File: src/rtl/exec_result_fifo_if.sv
// rtl/exec_result_fifo_if.sv - producer/consumer/status bundle for the execution result FIFO
interface exec_result_fifo_if #(
    parameter int DATA_W = 8,
    parameter int ADDR_W = 2
);
    logic              in_valid;
    logic [DATA_W-1:0] in_data;
    logic              clear;
    logic              out_valid;
    logic [DATA_W-1:0] out_data;
    logic [7:0]        out_seq;
    logic              out_ready;
    logic [ADDR_W:0]   count;
    logic              full;
    logic              empty;
    logic              overflow;
    logic [7:0]        drop_count;

    modport master (
        output in_valid, in_data, clear, out_ready,
        input  out_valid, out_data, out_seq, count, full, empty, overflow, drop_count
    );

    modport slave (
        input  in_valid, in_data, clear, out_ready,
        output out_valid, out_data, out_seq, count, full, empty, overflow, drop_count
    );
endinterface

File: src/rtl/exec_result_fifo.sv
// rtl/exec_result_fifo.sv - sequence-tagged FWFT result FIFO with overflow and drop statistics
module exec_result_fifo #(
    parameter int DATA_W = 8,
    parameter int DEPTH  = 4,
    parameter int ADDR_W = 2
) (
    input  logic               clk,
    input  logic               reset_n,
    exec_result_fifo_if.slave  bus
);
    localparam logic [ADDR_W:0] LP_DEPTH = (ADDR_W + 1)'(DEPTH);

    logic [DATA_W+7:0] r_mem [DEPTH];
    logic [ADDR_W-1:0] r_wr_ptr;
    logic [ADDR_W-1:0] r_rd_ptr;
    logic [ADDR_W:0]   r_count;
    logic [7:0]        r_seq;
    logic [7:0]        r_drop_count;
    logic              r_overflow;

    logic              w_full;
    logic              w_empty;
    logic              w_pop;
    logic              w_push_ok;
    logic              w_drop;
    logic [DATA_W+7:0] w_head;

    // Status comes only from registered count, so in_valid never reaches full combinationally.
    assign w_full    = (r_count == LP_DEPTH);
    assign w_empty   = (r_count == '0);
    assign w_pop     = !w_empty && bus.out_ready;
    assign w_push_ok = bus.in_valid && (!w_full || w_pop);
    assign w_drop    = bus.in_valid && w_full && !w_pop;
    assign w_head    = r_mem[r_rd_ptr];

    assign bus.out_valid  = !w_empty;
    assign bus.out_data   = w_head[DATA_W-1:0];
    assign bus.out_seq    = w_head[DATA_W+7:DATA_W];
    assign bus.count      = r_count;
    assign bus.full       = w_full;
    assign bus.empty      = w_empty;
    assign bus.overflow   = r_overflow;
    assign bus.drop_count = r_drop_count;

    // Storage is intentionally left unreset; head contents are don't-care while empty.
    always_ff @(posedge clk) begin
        if (reset_n && !bus.clear && w_push_ok) begin
            r_mem[r_wr_ptr] <= {r_seq, bus.in_data};
        end
    end

    always_ff @(posedge clk or negedge reset_n) begin
        if (!reset_n) begin
            r_wr_ptr     <= '0;
            r_rd_ptr     <= '0;
            r_count      <= '0;
            r_seq        <= '0;
            r_drop_count <= '0;
            r_overflow   <= 1'b0;
        end else if (bus.clear) begin
            r_wr_ptr     <= '0;
            r_rd_ptr     <= '0;
            r_count      <= '0;
            r_seq        <= '0;
            r_drop_count <= '0;
            r_overflow   <= 1'b0;
        end else begin
            if (w_push_ok) begin
                r_wr_ptr <= r_wr_ptr + ADDR_W'(1);
                r_seq    <= r_seq + 8'd1;
            end
            if (w_pop) begin
                r_rd_ptr <= r_rd_ptr + ADDR_W'(1);
            end
            case ({w_push_ok, w_pop})
                2'b10:   r_count <= r_count + (ADDR_W + 1)'(1);
                2'b01:   r_count <= r_count - (ADDR_W + 1)'(1);
                default: r_count <= r_count;
            endcase
            if (w_drop) begin
                r_overflow <= 1'b1;
                if (r_drop_count != 8'hFF) begin
                    r_drop_count <= r_drop_count + 8'd1;
                end
            end
        end
    end
endmodule

File: src/flat_wrapper.sv
// flat-port wrapper written by rule: the top's interface ports become plain ports
module exec_result_fifo_flat 
#(
    parameter int DATA_W = 8,
    parameter int DEPTH  = 4,
    parameter int ADDR_W = 2
)
  (clk, reset_n, bus_in_valid, bus_in_data, bus_clear, bus_out_ready, bus_out_valid, bus_out_data, bus_out_seq, bus_count, bus_full, bus_empty, bus_overflow, bus_drop_count);
  exec_result_fifo_if #(.DATA_W(DATA_W), .ADDR_W(ADDR_W)) bus_i ();
  input  logic clk;
  input  logic reset_n;
  input wire logic [$bits(bus_i.in_valid)-1:0] bus_in_valid;
  input wire logic [$bits(bus_i.in_data)-1:0] bus_in_data;
  input wire logic [$bits(bus_i.clear)-1:0] bus_clear;
  input wire logic [$bits(bus_i.out_ready)-1:0] bus_out_ready;
  output wire logic [$bits(bus_i.out_valid)-1:0] bus_out_valid;
  output wire logic [$bits(bus_i.out_data)-1:0] bus_out_data;
  output wire logic [$bits(bus_i.out_seq)-1:0] bus_out_seq;
  output wire logic [$bits(bus_i.count)-1:0] bus_count;
  output wire logic [$bits(bus_i.full)-1:0] bus_full;
  output wire logic [$bits(bus_i.empty)-1:0] bus_empty;
  output wire logic [$bits(bus_i.overflow)-1:0] bus_overflow;
  output wire logic [$bits(bus_i.drop_count)-1:0] bus_drop_count;
  assign bus_i.in_valid = bus_in_valid;
  assign bus_i.in_data = bus_in_data;
  assign bus_i.clear = bus_clear;
  assign bus_i.out_ready = bus_out_ready;
  assign bus_out_valid = bus_i.out_valid;
  assign bus_out_data = bus_i.out_data;
  assign bus_out_seq = bus_i.out_seq;
  assign bus_count = bus_i.count;
  assign bus_full = bus_i.full;
  assign bus_empty = bus_i.empty;
  assign bus_overflow = bus_i.overflow;
  assign bus_drop_count = bus_i.drop_count;
  exec_result_fifo #(.DATA_W(DATA_W), .DEPTH(DEPTH), .ADDR_W(ADDR_W)) u_core (.clk(clk), .reset_n(reset_n), .bus(bus_i));
endmodule
File: config.mk
export PLATFORM = sky130hd
export DESIGN_NAME = exec_result_fifo_flat
export DESIGN_NICKNAME = d
export VERILOG_FILES = /design/src/rtl/exec_result_fifo_if.sv /design/src/rtl/exec_result_fifo.sv /design/src/flat_wrapper.sv
export SDC_FILE = /design/constraint.sdc
export NUM_CORES = 1
export LEC_CHECK = 0
export CORE_MARGIN = 5
export CORE_UTILIZATION = 45
export DETAILED_ROUTE_END_ITERATION = 8
export MAX_ROUTING_LAYER = met4
export PLACE_DENSITY_LB_ADDON = 0.1
export SYNTH_ARGS = -nofsm -noshare
export SYNTH_HDL_FRONTEND = slang
export SYNTH_SLANG_ARGS = --single-unit
File: constraint.sdc
create_clock -name clk -period 2.4 [get_ports clk]
set_input_delay 0.48 -clock clk [delete_from_list [all_inputs] [get_ports clk]]
set_output_delay 0.48 -clock clk [all_outputs]
set_load 0.005 [all_outputs]
==> results.ini, run 1 <==
[outcome]
status = finished clean

[layout]
instances_no_fill = 425
register_area_um2 = 2520
finalNetCount = 335
final_cell_mix = edfxtp_1 (64), clkdlybuf4s50_1 (30), dfrtp_1 (24)
insertedDiodeCount = 0
final_common_cell = edfxtp_1
layout-drive-gt1-share_pct = 20.6
post-route-util_pct = 57.8
area_growth_pct = 25.7
multi_input_area_um2 = 1180
fillers = 686

[timing]
rsz0062_at_grt = no
relSlewSlack_pct = 75.0
clock.fmax_mhz = 436
whs_ns = 0.518
fin_crit_sh_pct = 95.7
finClkSkew_ns = 0.0104
tightest_slew_ns = 0.374
period_needed_ns = 2.30
slew_violations = 0
setup_viol = 0
worst_slack_ns = 0.104
finalHoldViolCount = 0

[global_route]
grt.overflow.total = 0
grt_pass1_wl_um = 11800
track_usage_pct = 15.7
antenna_found_initial = 0
grt_pass1_vias = 2306
grt_max_degree = 27

[floorplan]
initial_core_util_pct = 46.0
die-area_um2 = 10300
io_pins = 44
rows = 33
dieHeight_um = 102
core_region_area_um2 = 8220
fp.dieW_um = 102

[critical_path]
slowest_delay_ns = 0.49
endpoint_kind = output port
critical_path_buf_inv_count = 2
slowest_stage = mux4_2
crit_path_start_kind = flip-flop
crit-reg2reg-launch = u_core.bus.count[2]
cp_cell_sequence = buf_6 -> mux4_2 -> clkdlybuf4s50_1
critPathKind = reg2out
r2r_slack_ns = 0.29
critPathLaunch = u_core.r_rd_ptr[0]
path_max_fanout = 6
path_delay_family = buffers and inverters
worstPathArrival_ns = 1.82
crit_required_ns = 1.92

[clocking]
worstSkewPairLatency_ns = 0.35
htree_levels = 3
cts.path.max_buffers = 2
clock-sinks = 88
cts_tree = yes
holdBufCountCts = 0
clkTransAtPathRegs_ns = 0.09
cts_made_buffers = 9
root_buffer = clkbuf_8

[power_and_ir_drop]
p_comb_share_pct = 13.4
clkPwrFrac_pct = 34.9
total_power_mw = 3.26
p_int_mw = 2.51
power_frac_seq_pct = 51.6
ir_drop_v = 0.000267
p_per_area_nw_per_um2 = 686
swShare_pct = 22.9
p_sw_mw = 0.748
leakagePower_nw = 1.78

[placed_design]
dpl.hpwl_um = 4740
routabilityCongestion = 0.784
port_buffers = 43
place_inst = 404
place_ws_ns = -0.00506

[hold_path]
holdCritPathClass = reg2reg
min_from = u_core.bus.overflow

[synth]
yosysSeqAreaShare_pct = 66.8
syn_nets = 268
ys_ff_latch = 88
ys_types = 44
syn_inst = 248
avgSynthCellArea_um2 = 15.2
netlist_area_um2 = 3780
yosys_warnings = 0

[drt]
wl_per_cell_um = 16.4
final_antenna_net_count = 0
dr.pass1.iters = 4
via_count = 2221
drc = 0
drt_first_iter_violations = 50
wirelength_um = 6950
viasPerCell = 5.23

[job]
cap_violations = 0

==> kinds of logic after synthesis <==
family | Yosys count | synth area share (%)
XOR/XNOR | 10 | 2.32
buffers and inverters | 19 | 2.05
adder cells (fa/ha/maj) | 7 | 2.52
multiplexers | 19 | 10.4
AND/OR/NAND/NOR | 80 | 11.9
flip-flops | 88 | 66.8
AO/OA/AOI/OAI | 25 | 4.04
==> power by group through the flow <==
stage	Sequential, mW	Clock [mW]	Combinational (mW)
3_3_place_gp	1.72	0	0.445
6_report	1.68	1.14	0.438
4_1_cts	1.68	1.17	0.437
2_1_floorplan	1.72	0	0.223
3_5_place_dp	1.72	0	0.446
5_1_grt	1.69	1.25	0.485
==> worst min-delay path: stages (launching register included) <==
cell     delay (ns)
dfrtp_1        0.36
nor2_1         0.05
nor2_1         0.07
==> area by class of cell <==
type	count	area share (%)
Clock buffer	9	2.61
Clock inverter	7	2.13
Inverter	4	0.316
Multi-Input combinational cell	141	24.8
Sequential cell	88	53.1
Tap cell	105	2.77
Timing Repair Buffer	71	14.3
==> metal layers <==
layer  track usage [%]  part of all wire (%)  vias up
met5                 -                     0        -
met4              5.52                   1.5        0
met2              25.0                    49       43
li1                  -                     -     1073
met3              3.51                   3.9        9
met1              19.7                    45     1096
==> registers in the layout, summed over array words and instances (netlist names) <==
register and flops:
u_core.bus.count 3, u_core.bus.drop_count 8, u_core.bus.overflow 1, u_core.r_mem 64
u_core.r_rd_ptr 2, u_core.r_seq 8, u_core.r_wr_ptr 2
==> stage by stage <==
step | area [µm²] | TNS [ns]
2_1_floorplan | 3780 | 0
3_3_place_gp | 4500 | 0
3_5_place_dp | 4500 | -0.0569
4_1_cts | 4730 | 0
5_1_grt | 4750 | 0
6_report | 4750 | 0
==> final timing paths <==
kind,cells past startpoint,to
max,3,bus_out_seq[4]
min reg2reg,2,u_core.bus.overflow
min,2,u_core.bus.overflow
max reg2reg,8,u_core.bus.count[2]
min in group asynchronous,2,u_core.r_seq[5]
max in group asynchronous,2,u_core.r_wr_ptr[1]
==> what timing repair did <==
item | in CTS | in global routing
resized for setup | 14 | 0
setup endpoints to repair | 12 | 4
buffers inserted | 2 | 3
==> synthesized netlist by cell type, drive strengths merged <==
cell     count  area, µm²
ha           6       75.1
edfxtp      64       1920
nor3b        2       15.0
a31oi        1       6.26
a41oi        1       8.76
mux2i        1       10.0
and3b        1       10.0
a21oi       11       55.1
dfrtp       24        601
a21boi       1       7.51
a211oi       4       30.0
mux2         2       22.5
or2          2       12.5
or4b         1       10.0
nand2        9       36.3
nand3        9       45.0
nor4         4       25.0
xor2         8       70.1
clkbuf      10       38.8
and3         3       18.8
nand4        5       31.3
mux4        16        360
inv          4       15.0
or3          2       12.5
nor3         3       15.0
and4         1       8.76
nor2b        3       18.8
a32oi        1       8.76
nand4bb      1       27.5
o22ai        1       6.26
or4          1       7.51
fa           1       20.0
buf          5       23.8
nand2b       2       12.5
o21ai        3       15.0
nor2        21       78.8
o31ai        2       15.0
and2b        1       7.51
xnor2        2       17.5
and2         9       56.3
(Power assumes the default switching activity.)
==> run 2: changes to the inputs <==
--- a/config.mk
+++ b/config.mk
@@ -5,7 +5,7 @@
 export SDC_FILE = /design/constraint.sdc
 export NUM_CORES = 1
 export LEC_CHECK = 0
-export CORE_MARGIN = 5
+export CORE_MARGIN = 2
 export CORE_UTILIZATION = 45
 export DETAILED_ROUTE_END_ITERATION = 8
 export MAX_ROUTING_LAYER = met4
==> run 2 against run 1 <==
Clock power down 11%. Critical endpoint is now bus_empty. Sequential share of layout area is 0.90 points higher. Largest power group unchanged. Via count up 0.18%.
==> results.ini, run 2 (synthesized netlist as in run 1, its figures left out) <==
[outcome]
status = finished clean

[global_route]
grt_max_degree = 27
grt_pass1_wl_um = 11300
track_usage_pct = 17.0
grt.overflow.total = 0
grt_pass1_vias = 2272
antenna_found_initial = 0

[drt]
drc = 0
final_antenna_net_count = 0
drt_first_iter_violations = 105
dr.pass1.iters = 4
via_count = 2225
wl_per_cell_um = 16.1
viasPerCell = 5.34
wirelength_um = 6700

[floorplan]
io_pins = 44
die-area_um2 = 9140
fp.dieW_um = 95.6
rows = 33
initial_core_util_pct = 46.2
dieHeight_um = 95.6
core_region_area_um2 = 8180

[timing]
relSlewSlack_pct = 75.5
setup_viol = 0
period_needed_ns = 2.26
fin_crit_sh_pct = 94.0
finClkSkew_ns = 0.0181
slew_violations = 0
final.setup.tns_ns = 0
tightest_slew_ns = 0.364
clock.fmax_mhz = 443
finalHoldViolCount = 0
rsz0062_at_grt = no

[layout]
final_cell_mix = edfxtp_1 (64), clkdlybuf4s50_1 (27), dfrtp_1 (24)
final_common_cell = edfxtp_1
post-route-util_pct = 57.1
top_register = u_core.r_mem
layout-drive-gt1-share_pct = 18.6
largest_reg_flops = 64
area_growth_pct = 23.7
insertedDiodeCount = 0
finalNetCount = 327

[power_and_ir_drop]
clkPwrFrac_pct = 32.8
power_frac_seq_pct = 54.1
p_sw_mw = 0.728
leakagePower_nw = 1.74
swShare_pct = 23.4
ir_drop_v = 0.000277
p_comb_share_pct = 13.1
p_per_area_nw_per_um2 = 665
p_int_mw = 2.38

[clocking]
clock-sinks = 88
clkTransAtPathRegs_ns = 0.10
cts.path.max_buffers = 2
worstSkewPairLatency_ns = 0.35
cts_made_buffers = 9
cts_tree = yes
holdBufCountCts = 0
root_buffer = clkbuf_8
htree_levels = 3

[job]
cap_violations = 0

[placed_design]
port_buffers = 43
dpl.hpwl_um = 4390
routabilityCongestion = 0.822

[critical_path]
endpoint_kind = output port
crit_path_start_kind = flip-flop
cp_cell_sequence = or3_1 -> inv_1 -> clkdlybuf4s50_1
path_max_fanout = 5
worstPathArrival_ns = 1.78
path_delay_family = buffers and inverters
cp.depth = 3
critical_path_buf_inv_count = 2
worst_r2r_path_depth = 8
crit_required_ns = 1.92
slowest_delay_ns = 0.49
slowest_stage = clkdlybuf4s50_1
critPathKind = reg2out

[hold_path]
whs_path_depth = 2
holdCritPathClass = reg2reg

[run 2: cell types whose count changed in the layout (fill, tap and decap cells not counted), sizes merged]
cell and delta:
bufinv -1, clkinv +1, dlygate4sd2 +3, buf -8, clkdlybuf4s50 -3
[run 2: worst register-to-register path, delay by kind of cell (launching register included)]
| family | cells | cell delay (ns) |
|---|---|---|
| compound gates | 3 | 0.30 |
| flops | 1 | 0.40 |
| simple gates | 4 | 0.91 |
| fa+ha+maj | 1 | 0.44 |
[run 2: area by class of cell]
type | instances | area (µm²)
Sequential cell | 88 | 2520
Clock buffer | 9 | 124
Multi-Input combinational cell | 141 | 1180
Clock inverter | 7 | 77.6
Inverter | 4 | 15.0
Fill cell | 658 | 3500
Tap cell | 105 | 131
Timing Repair Buffer | 63 | 623
[run 2: per-stage QoR]
stage          setup WS (ns)  cells  area (µm²)  total power [mW]  hold slack, ns
3_3_place_gp          0.0142    400        4480              2.15           0.489
2_1_floorplan          0.160    248        3780              1.94           0.184
5_1_grt               0.0589    417        4670              3.24           0.548
4_1_cts                0.101    417        4670              3.15           0.524
6_report               0.143    417        4670              3.11           0.526
3_5_place_dp          0.0171    400        4480              2.15           0.497
[run 2: worst paths after layout]
kind	end	slack [ns]	startpoint
max	bus_empty	0.14	u_core.bus.count[2]
min	u_core.bus.overflow	0.53	u_core.bus.overflow
max reg2reg	u_core.bus.count[2]	0.23	u_core.bus.count[2]
min reg2reg	u_core.bus.overflow	0.53	u_core.bus.overflow
max in group asynchronous	u_core.r_seq[4]	1.58	reset_n
min in group asynchronous	u_core.bus.drop_count[1]	0.55	reset_n
[run 2: metal layers]
layer  share of wire, %  GRT usage [%]
met5                  0              -
met4                1.4           5.24
met3                3.5           4.27
met2                 49           26.5
met1                 46           22.3
[run 2: timing repair]
item	in CTS	in global routing
setup buffers	1	0
setup endpoints to repair	16	0
resized for setup	16	0
[run 2: power by group through the flow]
stage / registers [mW] / logic [mW] / clock network, mW
after global placement: 1.72 / 0.433 / 0
after detailed placement: 1.72 / 0.436 / 0
after CTS: 1.68 / 0.418 / 1.05
final: 1.68 / 0.407 / 1.02
after global routing: 1.69 / 0.455 / 1.10
after floorplan: 1.72 / 0.223 / 0
==> run 3: changes to the inputs <==
--- a/config.mk
+++ b/config.mk
@@ -5,6 +5,7 @@
 export SDC_FILE = /design/constraint.sdc
 export NUM_CORES = 1
 export LEC_CHECK = 0
+export ABC_AREA = 1
 export CORE_MARGIN = 2
 export CORE_UTILIZATION = 45
 export DETAILED_ROUTE_END_ITERATION = 8
==> run 3 against run 2 <==
Non-clock buffer count down 6. Final cell count increased by 25%. Flip-flop and latch count stayed put. Synthesized area up 2.0%. First-iteration DRC count down 23%. Hold slack worse by 0.0027 ns. Clock-buffer cell count grew 1. Largest cell class unchanged. Highest routed layer unchanged.
==> results.ini, run 3 <==
[layout]
final_cell_mix = edfxtp_1 (64), nand2_1 (53), nor2_1 (53)
register_area_um2 = 2520
final_common_cell = edfxtp_1
top_register = u_core.r_mem
layout-drive-gt1-share_pct = 11.3
insertedDiodeCount = 0
largest_reg_flops = 64
multi_input_area_um2 = 1160
post-route-util_pct = 57.1
area_growth_pct = 22.4
instances_no_fill = 520
fillers = 733
finalNetCount = 430

[drt]
wl_per_cell_um = 14.4
viasPerCell = 5.11
final_antenna_net_count = 0
via_count = 2655
wirelength_um = 7480
drc = 0
dr.pass1.iters = 4
drt_first_iter_violations = 81

[critical_path]
slowest_stage = clkdlybuf4s50_1
r2r_slack_ns = 0.45
critPathKind = reg2out
worst_r2r_path_depth = 12
cp_cell_sequence = inv_6 -> buf_6 -> nor2_1 -> o22ai_1 -> clkdlybuf4s50_1
reg2reg_to = u_core.bus.count[2]
crit_required_ns = 1.92
crit-reg2reg-launch = u_core.bus.count[0]
crit_path_start_kind = flip-flop
worstPathArrival_ns = 1.81
path_max_fanout = 12
endpoint_kind = output port
slowest_delay_ns = 0.52
critical_path_buf_inv_count = 3
path_delay_family = buffers and inverters

[timing]
slew_violations = 0
finalHoldViolCount = 0
worst_slack_ns = 0.113
relSlewSlack_pct = 76.7
tightest_slew_ns = 0.350
rsz0062_at_grt = no
fin_crit_sh_pct = 95.3
finClkSkew_ns = 0.00665
setup_viol = 0
final.setup.tns_ns = 0
period_needed_ns = 2.29
clock.fmax_mhz = 437

[power_and_ir_drop]
total_power_mw = 3.78
leakagePower_nw = 1.84
ir_drop_v = 0.000490
p_per_area_nw_per_um2 = 801

[clocking]
root_buffer = clkbuf_8
cts.path.max_buffers = 2
cts_tree = yes
clkTransAtPathRegs_ns = 0.09
htree_levels = 3
clock-sinks = 88
cts_made_buffers = 9
worstSkewPairLatency_ns = 0.35
holdBufCountCts = 0

[global_route]
grt_max_degree = 35
grt_pass1_wl_um = 12200
grt.overflow.total = 0
antenna_found_initial = 0
grt_pass1_vias = 2533
track_usage_pct = 18.3

[synth]
synth_area_leader_cell = edfxtp_1
synth-xor-area-share_pct = 0.682
muxShareOfSynthArea_pct = 0
yosys_warnings = 0
synth_top_family_by_area = simple AND/OR/NAND/NOR gates
syn_inst = 353
synthArstFlopShare_pct = 27.3
netlist_area_um2 = 3850
yosysMostFrequentCell = edfxtp_1
yosysSeqAreaShare_pct = 65.5
ys_ff_latch = 88
synth_top_cell_area_share_pct = 49.9
synth-simple-area-share_pct = 17.1
synth_common_cells = edfxtp_1 (64), nand2_1 (53), nor2_1 (53)
ys_types = 32
avgSynthCellArea_um2 = 10.9
synth-edff-count = 64
synth_fa_ha_area_share_pct = 2.47
syn_nets = 373
yosys-top-cells-area = edfxtp_1 (50%), dfrtp_1 (16%), nand2_1 (5.2%)
synth_compound_area_share_pct = 9.87
ys.flop_type = edfxtp_1

[placed_design]
routabilityCongestion = 0.826
place_inst = 504
dpl.hpwl_um = 4880
place_ws_ns = 0.121
port_buffers = 43

[hold_path]
timing.hold.worst_endpoint = u_core.bus.overflow
whs_path_depth = 2
min_from = u_core.bus.overflow
holdCritPathClass = reg2reg

[floorplan]
initial_core_util_pct = 46.7
core_region_area_um2 = 8260
rows = 33
die-area_um2 = 9320
dieHeight_um = 96.5
fp.dieW_um = 96.5
io_pins = 44

[outcome]
status = finished clean

[job]
cap_violations = 0

[run 3: how the worst max path moves through the flow]
stage | cells after the start | startpoint | slack (ns) | to
global route | 5 | u_core.r_rd_ptr[0] | 0.01 | bus_out_data[2]
global placement | 8 | bus_out_ready | 0.16 | u_core.r_mem[3][10]
CTS | 5 | u_core.r_rd_ptr[0] | 0.001 | bus_out_seq[6]
finish | 5 | u_core.r_rd_ptr[0] | 0.11 | bus_out_data[2]
detailed placement | 8 | bus_out_ready | 0.12 | u_core.r_mem[3][10]
floorplan | 6 | u_core.bus.count[0] | 0.33 | u_core.r_mem[0][0]
[run 3: through the flow]
step / area, µm² / hold slack, ns
floorplan: 3850 / 0.184
global placement: 4500 / 0.513
detailed placement: 4500 / 0.512
CTS: 4680 / 0.529
global route: 4720 / 0.563
finish: 4720 / 0.523
[run 3: report_power, final]
group | switching (mW) | leakage [nW] | internal [mW] | total (mW)
clock network | 0.539 | 0.0770 | 0.380 | 0.920
logic | 0.499 | 0.863 | 0.495 | 0.994
registers | 0.109 | 0.904 | 1.75 | 1.86
total | 1.15 | 1.84 | 2.63 | 3.78
[run 3: kinds of logic (layout without fill, tap and decap cells)]
kind of cell	Yosys count	after routing
xor+xnor	3	3
simple gates	143	143
flops	88	88
buf+inv	43	105
fa+ha+maj	7	7
compound gates	69	69
[run 3: worst reg2reg max path, delay by kind of cell (launching register included)]
family / cells / cell delay (ns)
and+or+nand+nor: 7 / 0.76
DFF: 1 / 0.48
adders and majority gates: 1 / 0.39
buffers and inverters: 3 / 0.15
AOI/OAI and AO/OA: 1 / 0.12
[run 3: cell type report]
cell class	instances	share of cell area [%]
clock inverter	6	0.929
clock buffer	10	2.71
sequential	88	53.5
tap	105	2.79
inverter	32	2.71
multi-input combinational	222	24.6
timing repair buffer	57	12.8
[run 3: layer usage]
metal  vias to the layer above  track usage [%]  wire (µm)  share of wire, %
li1                       1334                -          -                 -
met1                      1258             22.6       3310                44
met2                        56             29.6       3740                50
met3                         7             4.58        361               4.8
met4                         0             6.34         68              0.91
met5                         -                -          0                 0
[run 3: repair_timing]
action	CTS	global route
pin swaps	0	2
setup buffers	0	0
gates cloned	0	0
gates resized for setup	5	12
endpoints found under the setup margin	14	16
